==> config.mk <==
export PLATFORM = sky130hd
export DESIGN_NAME = toaplan2_pcm_arb
export DESIGN_NICKNAME = d
export VERILOG_FILES = /design/src/rtl/toaplan2_sound_pkg.sv /design/src/rtl/toaplan2_pcm_slot.sv /design/src/rtl/toaplan2_pcm_arb.sv
export SDC_FILE = /design/constraint.sdc
export NUM_CORES = 1
export LEC_CHECK = 0
export ABC_CLOCK_PERIOD_IN_PS = 4500
export BUFFER_PORTS_ARGS = -buffer_cell sky130_fd_sc_hd__buf_2
export CORE_MARGIN = 4
export CORE_UTILIZATION = 25
export CTS_BUF_LIST = sky130_fd_sc_hd__clkbuf_8
export DETAILED_ROUTE_END_ITERATION = 16
export GPL_TIMING_DRIVEN = 0
export PLACE_DENSITY = 0.53
export SLEW_MARGIN = 40
export SYNTH_ARGS = -nofsm -noshare
export SYNTH_HDL_FRONTEND = slang
export SYNTH_HIERARCHICAL = 1
export SYNTH_SLANG_ARGS = --single-unit
export TNS_END_PERCENT = 10
==> constraint.sdc <==
create_clock -name CLK96 -period 4.5 [get_ports CLK96]
set_input_delay 0.225 -clock CLK96 [delete_from_list [all_inputs] [get_ports CLK96]]
set_output_delay 0.225 -clock CLK96 [all_outputs]
set_load 0.02 [all_outputs]
==> src/rtl/toaplan2_sound_pkg.sv <==
// Shared types and defaults for the Toaplan2 dual-OKI sound path.
package toaplan2_sound_pkg;

    typedef enum logic [1:0] {
        StIdle,
        StReq,
        StWait,
        StRetry
    } pcm_state_e;

    localparam int unsigned NREQ        = 2;
    localparam logic [19:0] DEF_BASE0   = 20'h00000;
    localparam logic [19:0] DEF_BASE1   = 20'h40000;
    localparam logic [7:0]  DEF_TIMEOUT = 8'd255;

endpackage

==> src/rtl/toaplan2_pcm_slot.sv <==
// One requester's fetch result: last served address and byte, plus the ok/pending decode.
module toaplan2_pcm_slot #(
    parameter int unsigned AW = 18
) (
    input  logic          CLK96,
    input  logic          RESET96,
    input  logic          en,
    input  logic [AW-1:0] addr,
    input  logic          store,
    input  logic [AW-1:0] store_addr,
    input  logic [7:0]    store_data,
    output logic [7:0]    data,
    output logic          ok,
    output logic          pend
);

    logic [AW-1:0] served_addr_q;
    logic [7:0]    data_q;
    logic          valid_q;

    always_ff @(posedge CLK96) begin
        if (RESET96) begin
            served_addr_q <= '0;
            data_q        <= '0;
            valid_q       <= 1'b0;
        end else if (store) begin
            served_addr_q <= store_addr;
            data_q        <= store_data;
            valid_q       <= 1'b1;
        end
    end

    // Combinational so ok drops in the same cycle the OKI moves its address.
    assign ok   = en & valid_q & (addr == served_addr_q);
    assign pend = en & ~ok;
    assign data = data_q;

endmodule

==> src/rtl/toaplan2_pcm_arb.sv <==
// Round-robin arbiter sharing one PCM ROM port between two jt6295 cores, with a fetch watchdog.
module toaplan2_pcm_arb
    import toaplan2_sound_pkg::*;
#(
    parameter int unsigned       OKI_AW  = 18,
    parameter int unsigned       PCM_AW  = 20,
    parameter logic [PCM_AW-1:0] BASE0   = PCM_AW'(DEF_BASE0),
    parameter logic [PCM_AW-1:0] BASE1   = PCM_AW'(DEF_BASE1),
    parameter logic [7:0]        TIMEOUT = DEF_TIMEOUT
) (
    input  logic              CLK96,
    input  logic              RESET96,
    input  logic              OKI0_EN,
    input  logic              OKI1_EN,
    input  logic [OKI_AW-1:0] OKI0_ADDR,
    input  logic [OKI_AW-1:0] OKI1_ADDR,
    output logic [7:0]        OKI0_DATA,
    output logic [7:0]        OKI1_DATA,
    output logic              OKI0_OK,
    output logic              OKI1_OK,
    output logic              PCM_CS,
    output logic [PCM_AW-1:0] PCM_ADDR,
    input  logic [7:0]        PCM_DOUT,
    input  logic              PCM_OK,
    output logic              BUSY,
    output logic              TIMEOUT_P
);

    pcm_state_e        state_q;
    logic              g_q;
    logic              last_q;
    logic [OKI_AW-1:0] a_lat_q;
    logic [7:0]        wd_q;

    logic [NREQ-1:0]   pend;
    logic [NREQ-1:0]   ok;
    logic [NREQ-1:0]   store;
    logic              gnt;
    logic [OKI_AW-1:0] gnt_addr;
    logic [PCM_AW-1:0] gnt_pcm;

    assign OKI0_OK = ok[0];
    assign OKI1_OK = ok[1];

    assign store[0] = (state_q == StWait) & PCM_OK & ~g_q;
    assign store[1] = (state_q == StWait) & PCM_OK & g_q;

    toaplan2_pcm_slot #(
        .AW (OKI_AW)
    ) u_slot0 (
        .CLK96      (CLK96),
        .RESET96    (RESET96),
        .en         (OKI0_EN),
        .addr       (OKI0_ADDR),
        .store      (store[0]),
        .store_addr (a_lat_q),
        .store_data (PCM_DOUT),
        .data       (OKI0_DATA),
        .ok         (ok[0]),
        .pend       (pend[0])
    );

    toaplan2_pcm_slot #(
        .AW (OKI_AW)
    ) u_slot1 (
        .CLK96      (CLK96),
        .RESET96    (RESET96),
        .en         (OKI1_EN),
        .addr       (OKI1_ADDR),
        .store      (store[1]),
        .store_addr (a_lat_q),
        .store_data (PCM_DOUT),
        .data       (OKI1_DATA),
        .ok         (ok[1]),
        .pend       (pend[1])
    );

    // On a tie the requester not served last wins.
    assign gnt      = (pend[0] & pend[1]) ? ~last_q : pend[1];
    assign gnt_addr = gnt ? OKI1_ADDR : OKI0_ADDR;
    assign gnt_pcm  = PCM_AW'(gnt_addr) + (gnt ? BASE1 : BASE0);

    always_ff @(posedge CLK96) begin
        if (RESET96) begin
            state_q   <= StIdle;
            g_q       <= 1'b0;
            last_q    <= 1'b1;
            a_lat_q   <= '0;
            wd_q      <= '0;
            PCM_CS    <= 1'b0;
            PCM_ADDR  <= '0;
            BUSY      <= 1'b0;
            TIMEOUT_P <= 1'b0;
        end else begin
            TIMEOUT_P <= 1'b0;
            unique case (state_q)
                StIdle: begin
                    if (|pend) begin
                        g_q      <= gnt;
                        a_lat_q  <= gnt_addr;
                        PCM_ADDR <= gnt_pcm;
                        PCM_CS   <= 1'b1;
                        BUSY     <= 1'b1;
                        state_q  <= StReq;
                    end
                end
                // An OK seen here may belong to a previous request, so it is ignored.
                StReq: begin
                    wd_q    <= '0;
                    state_q <= StWait;
                end
                StWait: begin
                    if (PCM_OK) begin
                        last_q  <= g_q;
                        PCM_CS  <= 1'b0;
                        BUSY    <= 1'b0;
                        state_q <= StIdle;
                    end else if (wd_q == TIMEOUT - 8'd1) begin
                        PCM_CS    <= 1'b0;
                        TIMEOUT_P <= 1'b1;
                        state_q   <= StRetry;
                    end else begin
                        wd_q <= wd_q + 8'd1;
                    end
                end
                StRetry: begin
                    PCM_CS  <= 1'b1;
                    state_q <= StReq;
                end
                default: state_q <= StIdle;
            endcase
        end
    end

endmodule

* Word-level counts from Yosys, hierarchy flattened
Index checks and enable logic that the tools add are counted.
Cells by class: $add $sub $neg 2, eq/ne operators 11, multiplexer cells 17, bitwise gates (word level) 15, reductions and logical operators 12
Operator list (count):
- $eq 18x18->1 | 2
- $add 18x19->20 | 1
- $mux 19 | 1
- $mux 18 | 1
- $mux 8 | 2
- $pmux 8 s2 | 1
- $and 1x1->1 | 10
- $reduce_and 3->1 | 3
- $add 8x1->8 const B | 1
- $eq 8x8->1 const B | 1
- $ne 2x2->1 const B | 4
- $pmux 2 s4 | 1
- $mux 1 | 6
- $mux 2 | 3
- $reduce_and 2->1 | 3
- $not 1->1 | 5
- $eq 2x2->1 const B | 2
- $reduce_bool 2->1 | 2
- $ne 3x2->1 const B | 1
- $pmux 1 s3 | 1
- $reduce_bool 3->1 | 1
- $reduce_or 3->1 | 1
- $eq 2x1->1 const B | 1
- $logic_not 2->1 | 1
- other kinds (2) | 2
Word-level totals: register bits 107, output and inout port bits 41, logic and storage cells 72

* Logic depth before layout (Yosys ltp)
word-level depth 8, mapped depth 9

* By module
The synthesis kept the hierarchy.
Modules (own cells, without submodules):
- toaplan2_pcm_slot | instances 2, cells an instance 113, area each 1142.3 µm²
- toaplan2_pcm_arb | instances 1, cells an instance 172, area each 1599.0 µm²

* Worst setup path before layout
Ideal clock, no wire load.
path kind register to register, start point register u_slot0.served_addr_q[12], end point register PCM_ADDR[17], setup time 0.138 ns, arrival time 1.977 ns, required time 4.362 ns, slack 2.385 ns, cell stages (with the launch flop) 10, path buffers 2, clock period less this slack 2.115 ns, cell sequence dfxtp_1 > xor2_1 > nor4_1 > nand4_1 > o41a_1 > a21boi_0 > buf_4 > buf_6 > mux2i_1 > a211oi_1
Between the ends: cells in the longest elaborated chain, start to end 8
RTL lines:
- from (decl) | RTL line toaplan2_pcm_slot.sv:17 | logic [AW-1:0] served_addr_q;
- from (signal assigned) | RTL line toaplan2_pcm_slot.sv:27 | served_addr_q <= store_addr;
- $eq 18x18->1 (*) | RTL line toaplan2_pcm_slot.sv:34 | assign ok = en & valid_q & (addr == served_addr_q);
- $and 1x1->1 (*) | RTL line toaplan2_pcm_slot.sv:34
- $not 1->1 (*) | RTL line toaplan2_pcm_slot.sv:35 | assign pend = en & ~ok;
- $and 1x1->1 (*) | RTL line toaplan2_pcm_slot.sv:35
- net pend[0] | RTL line toaplan2_pcm_arb.sv:35 | logic [NREQ-1:0] pend;
- $and 1x1->1 | RTL line toaplan2_pcm_arb.sv:79 | assign gnt = (pend[0] & pend[1]) ? ~last_q : pend[1];
- $mux 1 | RTL line toaplan2_pcm_arb.sv:79
- $mux 18 | RTL line toaplan2_pcm_arb.sv:80 | assign gnt_addr = gnt ? OKI1_ADDR : OKI0_ADDR;
- $add 18x19->20 | RTL line toaplan2_pcm_arb.sv:81 | assign gnt_pcm = PCM_AW'(gnt_addr) + (gnt ? BASE1 : BASE0);
- to (signal assigned) | RTL line toaplan2_pcm_arb.sv:101 | PCM_ADDR <= gnt_pcm;
- to (decl) | RTL line toaplan2_pcm_arb.sv:22 | output logic [PCM_AW-1:0] PCM_ADDR,
The timed path passes the listed nets; every way through them passes the cells marked *. A chain may end at the register's enable or synchronous reset.

* Worst setup path after layout
start point register u_slot1.served_addr_q[15], end point register a_lat_q[3]
Between the ends: cells in the longest elaborated chain, start to end 7
RTL lines:
- from (decl) | RTL line toaplan2_pcm_slot.sv:17
- from (signal assigned) | RTL line toaplan2_pcm_slot.sv:27
- $eq 18x18->1 (*) | RTL line toaplan2_pcm_slot.sv:34
- $and 1x1->1 (*) | RTL line toaplan2_pcm_slot.sv:34
- $not 1->1 (*) | RTL line toaplan2_pcm_slot.sv:35
- $and 1x1->1 (*) | RTL line toaplan2_pcm_slot.sv:35
- net pend[1] | RTL line toaplan2_pcm_arb.sv:35
- $and 1x1->1 | RTL line toaplan2_pcm_arb.sv:79
- $mux 1 | RTL line toaplan2_pcm_arb.sv:79
- $mux 18 | RTL line toaplan2_pcm_arb.sv:80
- to (signal assigned) | RTL line toaplan2_pcm_arb.sv:100 | a_lat_q <= gnt_addr;
- to (decl) | RTL line toaplan2_pcm_arb.sv:32 | logic [OKI_AW-1:0] a_lat_q;
Marks and branches as above.

==> key figures <==
Run status
  • Status: finished, final reports clean

Layout
  • Antenna diodes: 0
  • Finished Layout Cells: 690
  • Core Util, Final: 0.317
  • Area Overhead vs Synth: 24.2%
  • Most frequent cells in the layout: 95 x buf_2, 87 x dfxtp_1, 79 x nor2_1, 70 x mux2i_1, 36 x xor2_1
  • FILL cells: 1574
  • Nets: 552
  • Commonest non-fill, non-tap cell in the layout: buf_2
  • Layout cells sized above 1: 0.239

Yosys
  • Seq/Total Area, Yosys: 0.448
  • Syn nets: 453
  • Share of Yosys cell area claimed by the top area cell type: 0.448
  • Mapped Area: 3880 µm²
  • Mean Syn Cell Area: 9.76 µm²
  • Cell count after synthesis: 398
  • Unique cell type count in the Yosys netlist: 40
  • YS warnings: 6
  • Area leader, netlist: dfxtp_1
  • Yosys reg bits: 87
  • Synth top area cells: dfxtp_1 45%, mux2i_1 18%, xor2_1 8.1%

Job
  • Max-cap violations: 0

Floorplanning
  • Initial core utilization: 0.255
  • Die width: 133 µm
  • Core ar.: 15200 µm²
  • # IOs: 90
  • DIE AREA: 17600 µm²
  • Die H: 133 µm
  • Rows: 45

Power
  • Overall Power: 1830 µW
  • Pwr Density: 379 nW/µm²
  • Switch Pwr: 499 µW
  • Switch share: 0.273
  • Leakage: 0.00203 µW
  • Gate power share: 0.152
  • Peak supply drop: 0.137 mV
  • Clock network fraction of total power: 0.391
  • Register share of total power: 0.458
  • Internal power: 1330 µW

Global route
  • Initial antenna violation count: 0
  • Vias in the first global route: 3308
  • First-pass GRT wire length: 18200 µm
  • GRT overflow: 0
  • Tot GR Track Use: 0.134
  • Largest net degree at the start of global routing: 15

Route
  • Drt pass-1 iters: 4
  • Vias after detailed routing: 3201
  • Routed wire length: 11600 µm
  • Vias per inst: 4.64
  • Post-DRT Antenna Nets: 0
  • Average wire per standard cell: 16.9 µm
  • Detailed Route Iter0 Violations: 206
  • DRC: 0

Place
  • # port buffers: 88
  • HPWL Detailed: 8650 µm
  • Final Wtd Congestion: 0.774
  • Post-Place Cells: 674

Timing
  • Achievable Freq: 364 MHz
  • Final Critical Period: 2.74 ns
  • Setup TNS: 0 ns
  • Period utilisation layout: 0.610
  • Worst Tran Pin Value: 0.627 ns
  • Final setup vio count: 0
  • Clock Skew: 0.0113 ns
  • Final hold vios: 0
  • Slew Viols, Final: 0
  • Worst rel slew slack: 0.582
  • Unrepaired setup endpoints after global routing: false

Clocking
  • Cts hold-fix bufs: 0
  • CTS resizes: 0
  • H-tree level count: 3
  • Worst-Skew Late Latency: 0.38 ns
  • Root Buffer: clkbuf_8
  • CTS tree: yes
  • Clock Tree Buf Depth: 2
  • Total setup buffers inserted after CTS: 0
  • CTS Sinks: 87
  • Worst-path clk slew: 0.09 ns
  • Total CTS buffers: 9

Worst setup path
  • Startpoint class of the critical path: flop
  • Arr. time, crit path: 2.98 ns
  • Setup crit end kind: flop
  • CP Data Required Time: 4.74 ns
  • Crit path max fanout: 10
  • Crit path kind: reg2reg

Min path
  • Worst min path class: in2reg
synthesized netlist by cell type (all sizes together):
| cell type | n |
|---|---|
| o41a | 2 |
| nand3 | 2 |
| inv | 6 |
| nor3b | 1 |
| nand2 | 7 |
| o211a | 1 |
| or4 | 2 |
| or2 | 1 |
| o211ai | 1 |
| o21a | 2 |
| o31ai | 3 |
| a21o | 1 |
| dfxtp | 87 |
| o21bai | 1 |
| a211oi | 19 |
| a2bb2oi | 1 |
| a211o | 2 |
| a21boi | 1 |
| buf | 14 |
| xor2 | 36 |
| nor2b | 1 |
| or3 | 4 |
| nand4 | 5 |
| clkbuf | 9 |
| a21oi | 12 |
| nor4b | 1 |
| nor4 | 10 |
| o21ai | 7 |
| nand2b | 1 |
| nor2 | 79 |
| mux2i | 70 |
| a41oi | 1 |
| and3 | 1 |
| ha | 6 |
| conb | 1 |
power by group through the flow:
| stage | sequential, µW | clock (µW) | combinational (µW) |
|---|---|---|---|
| 3_5_place_dp | 854 | 0 | 280 |
| 2_1_floorplan | 881 | 0 | 133 |
| 6_report | 836 | 713 | 277 |
| 3_3_place_gp | 852 | 0 | 276 |
| 5_1_grt | 842 | 760 | 304 |
| 4_1_cts | 836 | 732 | 281 |
path summary, 6_finish.rpt:
path                             startpoint         endpoint  slack, ns  cells past startpoint
setup / recovery  u_slot1/served_addr_q[15]       a_lat_q[3]       1.76                      9
setup reg to reg  u_slot1/served_addr_q[15]       a_lat_q[3]       1.76                      9
hold / removal                  PCM_DOUT[7]  u_slot1/data[7]       0.11                      3
hold reg to reg                      last_q           last_q       0.48                      1
state kept, by name (all words and copies together) (netlist names):
signal and flops:
BUSY 1, PCM_ADDR 2, PCM_CS 1, TIMEOUT_P 1
a_lat_q 17, last_q 1, state_q 2, u_slot0/data 8
u_slot0/served_addr_q 18, u_slot0/valid_q 1, u_slot1/data 8, u_slot1/served_addr_q 18
u_slot1/valid_q 1, wd_q 8
area by class of cell:
class / count / area [µm²] / share of cell area
Clock inverter: 7 / 135 / 0.0280
Multi-Input combinational cell: 282 / 2010 / 0.417
Tap cell: 188 / 235 / 0.0488
Clock buffer: 9 / 124 / 0.0257
Buffer: 23 / 114 / 0.0236
Sequential cell: 87 / 1740 / 0.361
Timing Repair Buffer: 88 / 440 / 0.0913
Inverter: 6 / 22.5 / 0.00467
cell families after synthesis:
kind of cell             after synthesis  share of synthesized area
flip-flops                            87                      0.448
AND/OR/NAND/NOR                      115                      0.135
buffers and inverters                 29                     0.0351
XOR/XNOR                              36                     0.0812
adder cells (fa/ha/maj)                6                     0.0193
multiplexers                          70                      0.180
other                                  1                   0.000966
AO/OA/AOI/OAI                         54                     0.0996
through the flow:
step	area (µm²)	hold WS [ns]	setup WS, ns
after floorplan	3880	0.372	2.39
after global placement	4560	0.450	1.85
after detailed placement	4560	0.462	1.80
after CTS	4820	0.0758	1.81
after global routing	4820	0.101	1.60
final	4820	0.106	1.76
metal layers:
layer / vias up / global-route usage / routed length, µm
li1: 1590 / - / -
met2: 83 / 0.219 / 5560
met1: 1509 / 0.160 / 5130
met4: 0 / 0.0583 / 257
met3: 19 / 0.0452 / 692
met5: - / 0 / 0
worst max-delay path, stage by stage, from the launching register on:
cell and delay (ns):
dfxtp_1 0.34, xor2_1 0.16, nor4_1 0.52, nand4_1 0.19, o41a_1 0.41, o21a_1 0.21
buf_2 0.20, buf_1 0.32, nor2_1 0.18, a211oi_1 0.07
(Power assumes the default switching activity.)
